`src/rtl/riscv_test_ctrl_if.sv`:
```
// Host-load, memory-write, CPU-observation and status bundle for the
// riscv_test_ctrl test sequencer. Signal names keep their direction prefix
// as seen from the sequencer, so "slave" is the sequencer side.
interface riscv_test_ctrl_if #(
  parameter int ADDR_W = 10,
  parameter int CNT_W  = 32
);
  logic              i_ld_valid;
  logic              o_ld_ready;
  logic              i_ld_sel;
  logic [ADDR_W-1:0] i_ld_addr;
  logic [31:0]       i_ld_data;
  logic              i_start;
  logic              o_irom_we;
  logic [ADDR_W-1:0] o_irom_addr;
  logic [31:0]       o_irom_wdata;
  logic              o_dram_we;
  logic [ADDR_W-1:0] o_dram_addr;
  logic [31:0]       o_dram_wdata;
  logic              o_cpu_reset;
  logic [31:0]       i_cpu_inst;
  logic [31:0]       i_cpu_a0;
  logic              o_busy;
  logic              o_done;
  logic [1:0]        o_result;
  logic              o_timeout;
  logic [CNT_W-1:0]  o_cycles;

  modport master (
    output i_ld_valid, i_ld_sel, i_ld_addr, i_ld_data, i_start,
           i_cpu_inst, i_cpu_a0,
    input  o_ld_ready, o_irom_we, o_irom_addr, o_irom_wdata,
           o_dram_we, o_dram_addr, o_dram_wdata, o_cpu_reset,
           o_busy, o_done, o_result, o_timeout, o_cycles
  );

  modport slave (
    input  i_ld_valid, i_ld_sel, i_ld_addr, i_ld_data, i_start,
           i_cpu_inst, i_cpu_a0,
    output o_ld_ready, o_irom_we, o_irom_addr, o_irom_wdata,
           o_dram_we, o_dram_addr, o_dram_wdata, o_cpu_reset,
           o_busy, o_done, o_result, o_timeout, o_cycles
  );
endinterface

```
`src/rtl/riscv_test_ctrl.sv`:
```
// Test sequencer for my_riscv_top: loads a test image into the inst ROM /
// data RAM write ports, holds the core in reset, runs it, detects the halt
// word at IF/ID and grades a0 against pass/fail magic values.
module riscv_test_ctrl #(
  parameter int          ADDR_W       = 10,
  parameter int          CNT_W        = 32,
  parameter int          MAX_CYCLES   = 10000,
  parameter int          RST_CYCLES   = 1,
  parameter int          DRAIN_CYCLES = 0,
  parameter logic [31:0] HALT_INST    = 32'hdead10cc,
  parameter logic [31:0] PASS_MAGIC   = 32'h00c0ffee,
  parameter logic [31:0] FAIL_MAGIC   = 32'hdeaddead
) (
  input logic              i_Clk,
  input logic              i_reset,
  riscv_test_ctrl_if.slave bus
);

  typedef enum logic [2:0] {IDLE, RST, RUN, CHECK, DONE} state_t;

  state_t            state;
  logic [CNT_W-1:0]  cnt;
  // Shared wait counter: RST hold length and CHECK drain length never overlap.
  logic [31:0]       phase_cnt;
  logic [ADDR_W-1:0] irom_addr;
  logic [ADDR_W-1:0] dram_addr;
  logic              accept;

  assign accept           = bus.i_ld_valid & bus.o_ld_ready;
  assign bus.o_irom_addr  = irom_addr;
  assign bus.o_dram_addr  = dram_addr;

  function automatic logic [1:0] grade_a0(input logic [31:0] a0);
    if (a0 == PASS_MAGIC)      grade_a0 = 2'b01;
    else if (a0 == FAIL_MAGIC) grade_a0 = 2'b10;
    else                       grade_a0 = 2'b11;
  endfunction

  // Load path and run-control FSM; every output is registered here.
  always_ff @(posedge i_Clk) begin
    if (i_reset) begin
      state            <= IDLE;
      cnt              <= '0;
      phase_cnt        <= '0;
      irom_addr        <= '0;
      dram_addr        <= '0;
      bus.o_irom_we    <= 1'b0;
      bus.o_irom_wdata <= '0;
      bus.o_dram_we    <= 1'b0;
      bus.o_dram_wdata <= '0;
      bus.o_ld_ready   <= 1'b1;
      bus.o_cpu_reset  <= 1'b1;
      bus.o_busy       <= 1'b0;
      bus.o_done       <= 1'b0;
      bus.o_result     <= 2'b00;
      bus.o_timeout    <= 1'b0;
      bus.o_cycles     <= '0;
    end else begin
      // A beat accepted this cycle becomes a one-cycle strobe next cycle,
      // independent of the FSM (a beat taken alongside i_start still lands).
      bus.o_irom_we <= accept & ~bus.i_ld_sel;
      bus.o_dram_we <= accept & bus.i_ld_sel;
      if (accept) begin
        if (bus.i_ld_sel) begin
          dram_addr        <= bus.i_ld_addr;
          bus.o_dram_wdata <= bus.i_ld_data;
        end else begin
          irom_addr        <= bus.i_ld_addr;
          bus.o_irom_wdata <= bus.i_ld_data;
        end
      end

      case (state)
        IDLE, DONE: begin
          if (bus.i_start) begin
            state           <= RST;
            phase_cnt       <= '0;
            bus.o_ld_ready  <= 1'b0;
            bus.o_busy      <= 1'b1;
            bus.o_cpu_reset <= 1'b1;
            bus.o_done      <= 1'b0;
            bus.o_result    <= 2'b00;
            bus.o_timeout   <= 1'b0;
            bus.o_cycles    <= '0;
          end
        end
        RST: begin
          cnt <= '0;
          if (phase_cnt == 32'(RST_CYCLES - 1)) begin
            state           <= RUN;
            bus.o_cpu_reset <= 1'b0;
          end else begin
            phase_cnt <= phase_cnt + 32'd1;
          end
        end
        RUN: begin
          // Halt wins over timeout when both happen in the same cycle.
          if (bus.i_cpu_inst == HALT_INST) begin
            state        <= CHECK;
            phase_cnt    <= '0;
            bus.o_cycles <= cnt;
          end else if (cnt == CNT_W'(MAX_CYCLES)) begin
            state           <= DONE;
            bus.o_cycles    <= cnt;
            bus.o_timeout   <= 1'b1;
            bus.o_result    <= 2'b00;
            bus.o_done      <= 1'b1;
            bus.o_busy      <= 1'b0;
            bus.o_cpu_reset <= 1'b1;
            bus.o_ld_ready  <= 1'b1;
          end else begin
            cnt <= cnt + CNT_W'(1);
          end
        end
        CHECK: begin
          // Core keeps running so in-flight writes to x10 retire before sampling.
          if (phase_cnt == 32'(DRAIN_CYCLES)) begin
            state           <= DONE;
            bus.o_result    <= grade_a0(bus.i_cpu_a0);
            bus.o_done      <= 1'b1;
            bus.o_busy      <= 1'b0;
            bus.o_cpu_reset <= 1'b1;
            bus.o_ld_ready  <= 1'b1;
          end else begin
            phase_cnt <= phase_cnt + 32'd1;
          end
        end
        default: state <= IDLE;
      endcase
    end
  end

endmodule

```
`src/flat_wrapper.sv`:
```
// flat-port wrapper written by rule: the top's interface ports become plain ports
module riscv_test_ctrl_flat 
#(
  parameter int          ADDR_W       = 10,
  parameter int          CNT_W        = 32,
  parameter int          MAX_CYCLES   = 10000,
  parameter int          RST_CYCLES   = 1,
  parameter int          DRAIN_CYCLES = 0,
  parameter logic [31:0] HALT_INST    = 32'hdead10cc,
  parameter logic [31:0] PASS_MAGIC   = 32'h00c0ffee,
  parameter logic [31:0] FAIL_MAGIC   = 32'hdeaddead
)
  (i_Clk, i_reset, bus_i_ld_valid, bus_i_ld_sel, bus_i_ld_addr, bus_i_ld_data, bus_i_start, bus_i_cpu_inst, bus_i_cpu_a0, bus_o_ld_ready, bus_o_irom_we, bus_o_irom_addr, bus_o_irom_wdata, bus_o_dram_we, bus_o_dram_addr, bus_o_dram_wdata, bus_o_cpu_reset, bus_o_busy, bus_o_done, bus_o_result, bus_o_timeout, bus_o_cycles);
  riscv_test_ctrl_if #(.ADDR_W(ADDR_W), .CNT_W(CNT_W)) bus_i ();
  input logic i_Clk;
  input logic i_reset;
  input wire logic [$bits(bus_i.i_ld_valid)-1:0] bus_i_ld_valid;
  input wire logic [$bits(bus_i.i_ld_sel)-1:0] bus_i_ld_sel;
  input wire logic [$bits(bus_i.i_ld_addr)-1:0] bus_i_ld_addr;
  input wire logic [$bits(bus_i.i_ld_data)-1:0] bus_i_ld_data;
  input wire logic [$bits(bus_i.i_start)-1:0] bus_i_start;
  input wire logic [$bits(bus_i.i_cpu_inst)-1:0] bus_i_cpu_inst;
  input wire logic [$bits(bus_i.i_cpu_a0)-1:0] bus_i_cpu_a0;
  output wire logic [$bits(bus_i.o_ld_ready)-1:0] bus_o_ld_ready;
  output wire logic [$bits(bus_i.o_irom_we)-1:0] bus_o_irom_we;
  output wire logic [$bits(bus_i.o_irom_addr)-1:0] bus_o_irom_addr;
  output wire logic [$bits(bus_i.o_irom_wdata)-1:0] bus_o_irom_wdata;
  output wire logic [$bits(bus_i.o_dram_we)-1:0] bus_o_dram_we;
  output wire logic [$bits(bus_i.o_dram_addr)-1:0] bus_o_dram_addr;
  output wire logic [$bits(bus_i.o_dram_wdata)-1:0] bus_o_dram_wdata;
  output wire logic [$bits(bus_i.o_cpu_reset)-1:0] bus_o_cpu_reset;
  output wire logic [$bits(bus_i.o_busy)-1:0] bus_o_busy;
  output wire logic [$bits(bus_i.o_done)-1:0] bus_o_done;
  output wire logic [$bits(bus_i.o_result)-1:0] bus_o_result;
  output wire logic [$bits(bus_i.o_timeout)-1:0] bus_o_timeout;
  output wire logic [$bits(bus_i.o_cycles)-1:0] bus_o_cycles;
  assign bus_i.i_ld_valid = bus_i_ld_valid;
  assign bus_i.i_ld_sel = bus_i_ld_sel;
  assign bus_i.i_ld_addr = bus_i_ld_addr;
  assign bus_i.i_ld_data = bus_i_ld_data;
  assign bus_i.i_start = bus_i_start;
  assign bus_i.i_cpu_inst = bus_i_cpu_inst;
  assign bus_i.i_cpu_a0 = bus_i_cpu_a0;
  assign bus_o_ld_ready = bus_i.o_ld_ready;
  assign bus_o_irom_we = bus_i.o_irom_we;
  assign bus_o_irom_addr = bus_i.o_irom_addr;
  assign bus_o_irom_wdata = bus_i.o_irom_wdata;
  assign bus_o_dram_we = bus_i.o_dram_we;
  assign bus_o_dram_addr = bus_i.o_dram_addr;
  assign bus_o_dram_wdata = bus_i.o_dram_wdata;
  assign bus_o_cpu_reset = bus_i.o_cpu_reset;
  assign bus_o_busy = bus_i.o_busy;
  assign bus_o_done = bus_i.o_done;
  assign bus_o_result = bus_i.o_result;
  assign bus_o_timeout = bus_i.o_timeout;
  assign bus_o_cycles = bus_i.o_cycles;
  riscv_test_ctrl #(.ADDR_W(ADDR_W), .CNT_W(CNT_W), .MAX_CYCLES(MAX_CYCLES), .RST_CYCLES(RST_CYCLES), .DRAIN_CYCLES(DRAIN_CYCLES), .HALT_INST(HALT_INST), .PASS_MAGIC(PASS_MAGIC), .FAIL_MAGIC(FAIL_MAGIC)) u_core (.i_Clk(i_Clk), .i_reset(i_reset), .bus(bus_i));
endmodule
```
`config.mk`:
```
export PLATFORM = sky130hd
export DESIGN_NAME = riscv_test_ctrl_flat
export DESIGN_NICKNAME = d
export VERILOG_FILES = /design/src/rtl/riscv_test_ctrl_if.sv /design/src/rtl/riscv_test_ctrl.sv /design/src/flat_wrapper.sv
export SDC_FILE = /design/constraint.sdc
export NUM_CORES = 1
export LEC_CHECK = 0
export CAP_MARGIN = 30
export CORE_AREA = 2 2 140 142
export DETAILED_ROUTE_END_ITERATION = 8
export DIE_AREA = 0 0 142 144
export PLACE_DENSITY = 0.76
export SYNTH_ARGS = -nofsm -noshare
export SYNTH_HDL_FRONTEND = slang
export SYNTH_SLANG_ARGS = --single-unit
```
`constraint.sdc`:
```
create_clock -name i_Clk -period 2 [get_ports i_Clk]
set_input_delay 0.3 -clock i_Clk [delete_from_list [all_inputs] [get_ports i_Clk]]
set_output_delay 0.3 -clock i_Clk [all_outputs]
set_load 0.01 [all_outputs]
```
# == After elaboration in Yosys (flattened, before gate mapping) ==
# Index checks and enable logic that the tools add are counted.
# W data, S select, Z words.
# totals
regBits,192
inputBits,111
word_cells,92
# op_classes
addsub,2
n_eq_ne,17
n_mux,35
n_bitwise,4
n_reduce_logical,18
# ops
operator,count
$mux W32,7
$pmux W32 S2,2
$pmux W32 S3,1
$add A32 B1 Y32 const B,2
$eq A32 B32 Y1 const B,2
$eq A32 B14 Y1 const B,1
$eq A32 B24 Y1 const B,1
$logic_not A32 Y1,1
$mux W3,5
$pmux W3 S4,1
$reduce_and A4 Y1,3
$mux W2,5
$mux W1,9
$ne A2 B1 Y1 const B,4
$ne A2 B2 Y1 const B,4
$eq A3 B2 Y1 const B,2
$pmux W1 S3,2
$pmux W2 S3,1
$reduce_and A3 Y1,2
$reduce_and A6 Y1,1
$reduce_bool A3 Y1,2
$reduce_and A5 Y1,1
$pmux W1 S4,1
$reduce_and A2 Y1,2
other kinds (10),14

# == Depth between registers and ports, before layout ==
# logic_depth
ltp_word,5
ltp_mapped,10
depth_no_buf,8

# == Worst setup path after synthesis ==
# Ideal clock, no wire load.
# synth_timing
path_kind,in2reg
start,in bus_i_cpu_inst[24]
end,reg u_core.phase_cnt[22]
setup_ns,0.070
t_arrival_ns,2.057
required_ns,1.930
slack_ns,-0.127
stages,7
path_buffers,1
path_cell_list,nand4b_1 or4_4 nor3_4 o311ai_2 clkbuf_1 or3_1 a21oi_1
# synth_via
elab_chain_cells,3
# synth_lines
item,line_no,text
from (decl),flat_wrapper.sv:22,input wire logic [$bits(bus_i.i_cpu_inst)-1:0] bus_i_cpu_inst;
$eq A32 B32 Y1,riscv_test_ctrl.sv:98,if (bus.i_cpu_inst == HALT_INST) begin
$ne A2 B1 Y1 (no line),n/a,
$reduce_and A4 Y1 (no line),n/a,
to (signal assigned),riscv_test_ctrl.sv:93,phase_cnt <= phase_cnt + 32'd1;
to (signal assigned),riscv_test_ctrl.sv:125,phase_cnt <= phase_cnt + 32'd1;
to (decl),riscv_test_ctrl.sv:24,logic [31:0] phase_cnt;
# No other way between the ends.
# A chain may end at the register's enable or synchronous reset.

# == Final worst setup path ==
# layout_timing
start,reg u_core.cnt[12]
end,reg u_core.cnt[27]
# layout_via
elab_chain_cells,4
word_cells_on_any_way,7
cone_classes,1 x add/sub; 2 x eq/ne; 3 x mux; 1 x reduce/logical
# layout_lines
item,line_no,text
from (decl),riscv_test_ctrl.sv:22,logic [CNT_W-1:0] cnt;
from (signal assigned),riscv_test_ctrl.sv:112,cnt <= cnt + CNT_W'(1);
$add A32 B1 Y32,riscv_test_ctrl.sv:112,
$mux W32,riscv_test_ctrl.sv:102,end else if (cnt == CNT_W'(MAX_CYCLES)) begin
$mux W32,riscv_test_ctrl.sv:98,
$pmux W32 S2,riscv_test_ctrl.sv:73,case (state)
# Parallel ways exist; a longest one is shown, timed or not. The select of a mux whose other input is x is not followed.

==> out/qor.yml <==
timing:
  setup_ws_ns: -0.198
  period_minus_slack_ns: 2.20
  fin_crit_sh_pct: 110
  timing.fmax_mhz: 455
  fin_worst_skew_ns: 0.0157
  worst_slew_pin_slew_ns: 0.510
  relSlewSlack_pct: 66.0
  rsz0062_at_grt: "yes"
  final_hold_viol_count: 0
  whs_ns: 0.178
  setup_viol: 58
  tns_ns: -4.39
  slew_violations: 0
power_and_ir_drop:
  power_density_mw_per_mm2: 654
  power_switching_mw: 2.43
  power_mw: 8.70
  p_sw_share_pct: 27.9
  p_int_mw: 6.27
  pwr-share-comb_pct: 14.8
  ir_drop_uv: 670
  p_clk_share_pct: 39.7
  p_leak_nw: 5.02
  pwr-share-seq_pct: 45.5
routing:
  firstDrtPassIters: 5
  wirelength_um: 28300
  wl_per_cell_um: 17.8
  via_count: 8799
  drc_errors: 0
  postRouteAntennaNets: 0
  vias_per_cell: 5.52
  drt_iter0_drc: 654
layout:
  final_util_pct: 69.7
  synthToLayoutAreaGrowth_pct: 65.3
  final_area_sq_mm: 0.0133
  antenna_cells: 0
  post_route_cells_drive_above_1_share_pct: 26.0
  layout.nets: 1457
  final_cell_count_no_fill: 1593
synthesis:
  synth_nets: 1102
  yosysMostFrequentCell: "nand2_1"
  synth_area_sq_mm: 0.00805
  synth.avg_cell_area_sq_um: 8.15
  synth_edf_count: 0
  synth_seq_cells: 192
  synth_flop_cell: "dfxtp_1"
  yosys-top-cells-area: "dfxtp_1, nand2_1, a21oi_1, a22oi_1, nor2_1"
  synth-seq-area-share_pct: 47.8
  async_flop_share_pct: 0
  yosysTopAreaCell: "dfxtp_1"
  synth_top_area_share_pct: 47.8
  synth_commonest_cells: "nand2_1, dfxtp_1, a21oi_1"
  yosys_warnings: 0
  synth_cell_types: 62
  syn_inst: 987
grt:
  antenna_found_initial: 0
  grt_util_all_layers_pct: 24.2
  grt_pass1_vias: 8158
  grt_pass1_wl_um: 39800
  gr-total-overflow: 0
  grt_max_degree: 116
clocking:
  tritoncts: "yes"
  clkLatencyLatePin_ns: 0.45
  clk_pin_slew_ns: 0.08
  cts_buffers: 17
  h-tree-depth: 4
  cts_root_buffer: "clkbuf_16"
  clockBufferDepth: 2
  numClockSinks: 192
floorplanning:
  die_x_um: 142
  pin_count: 236
  rows: 51
  die_area_sq_mm: 0.0204
  core_area_sq_mm: 0.0191
  start_util_pct: 42.2
  die_h_um: 144
setup_path:
  cp_slowest_stage_delay_ns: 0.56
  reg2reg_from: "u_core.cnt[12]$_SDFFE_PP0P_"
  reg2reg_slack_ns: -0.20
  crit_type: "register to register"
  crit_start: "u_core.cnt[12]$_SDFFE_PP0P_"
  crit_arrival_ns: 2.59
  endpoint: "u_core.cnt[27]$_SDFFE_PP0P_"
  cp_cell_sequence: "nand4_1 -> or3_4 -> nor3_4 -> nand2_1 -> or4_4 -> a21oi_2"
  worst_r2r_endpoint: "u_core.cnt[27]$_SDFFE_PP0P_"
  required_ns: 2.39
  start_kind: "register"
  cpMaxStageDelayCell: "or4_4"
  r2r_cells: 6
  setup.worst_path.end_class: "register"
  critPathMaxFanout: 4
placed_design:
  dp_cells: 1522
  placed_area_sq_mm: 0.0115
  pre_cts_ws_ns: -0.661
  finalWeightedCongestion: 0.839
  place.port_buffers: 235
  dpl.hpwl_um: 17000
job:
  maxCapViolCount: 0
status:
  status: "finished, violations left"
  violations: "negative setup slack"
worst_hold_path:
  hold_class: "primary input to register"
metal layers:
metal / up-vias / track usage, % / wire (um)
li1: 4217 / - / -
met5: - / 0 / 0
met2: 332 / 42.7 / 14500
met1: 4169 / 28.4 / 11000
met3: 81 / 5.76 / 1840
met4: 0 / 9.63 / 935
final cells by class:
class,instances,area (sq um)
multi-input combinational,720,4540
clock buffer,17,425
timing repair buffer,397,3920
fill,1441,5780
sequential,192,3880
inverter,14,52.6
clock inverter,15,186
tap,238,298
worst min-delay path by stage:
stage                     depth (start not counted)                                       to  slack [ns]                                     from
after detailed placement                          2  u_core.bus.o_irom_wdata[8]$_SDFFE_PP0P_        0.45  u_core.bus.o_irom_wdata[8]$_SDFFE_PP0P_
after CTS                                         2               u_core.cnt[1]$_SDFFE_PP0P_        0.16                                  i_reset
after global placement                            2   u_core.bus.o_irom_addr[6]$_SDFFE_PP0P_        0.44   u_core.bus.o_irom_addr[6]$_SDFFE_PP0P_
after floorplan                                   2   u_core.bus.o_dram_addr[0]$_SDFFE_PP0P_        0.44                         bus_i_ld_addr[0]
after global routing                              2         u_core.phase_cnt[1]$_SDFFE_PP0P_        0.19                                  i_reset
final                                             2               u_core.cnt[1]$_SDFFE_PP0P_        0.18                                  i_reset
placed cells by master (no fill, tap or decap), drive strengths merged, types with 12 or more instances in the layout:
master         instances
buf                  156
dfxtp                192
a22oi                 33
o31ai                 15
or3                   26
inv                   20
clkbuf                31
or4                   19
dlymetal6s2s          12
a21oi                132
clkdlybuf4s50        202
nand3                 28
nor4                  18
nand4                 23
nor2                  63
and3                  12
nand2                221
o21ai                 30
state kept, by name, indices dropped and copies added, names as in the netlist:
signal / flops
u_core.bus.o_dram_we: 1
u_core.bus.o_irom_addr: 10
u_core.phase_cnt: 32
u_core.bus.o_irom_we: 1
u_core.bus.o_dram_addr: 10
u_core.bus.o_cpu_reset: 1
u_core.bus.o_ld_ready: 1
u_core.bus.o_cycles: 32
u_core.bus.o_done: 1
u_core.bus.o_timeout: 1
u_core.cnt: 32
u_core.state: 3
u_core.bus.o_dram_wdata: 32
u_core.bus.o_busy: 1
u_core.bus.o_irom_wdata: 32
u_core.bus.o_result: 2
worst max-delay path: cells and delay by family, from the launching register on:
family	cells	cell delay (ns)
AO/OA/AOI/OAI	1	0.12
flip-flops	1	0.42
AND/OR/NAND/NOR	5	1.60
logic make-up after synthesis:
family                   after synthesis  share of synthesized area [%]
AND/OR/NAND/NOR                      467                           28.8
adder cells (fa/ha/maj)                4                          0.622
XOR/XNOR                               4                          0.435
AO/OA/AOI/OAI                        238                           17.7
flip-flops                           192                           47.8
buffers and inverters                 75                           3.78
multiplexers                           7                          0.871
timing repair:
item | CTS | global route
resized for setup | 84 | 128
buffers inserted | 13 | 14
cloned | 5 | 8
hold buffers | 0 | 0
setup endpoints to repair | 99 | 103
pin swaps | 26 | 58
power groups by stage:
stage	Combinational [mW]	Sequential (mW)	Clock, mW
6_report	1.29	3.96	3.45
5_1_grt	1.36	3.97	3.66
4_1_cts	1.16	3.96	3.50
3_5_place_dp	1.04	4.05	0
3_3_place_gp	1.03	4.05	0
2_1_floorplan	0.371	4.09	0
Power figures use the tool's default switching activity.
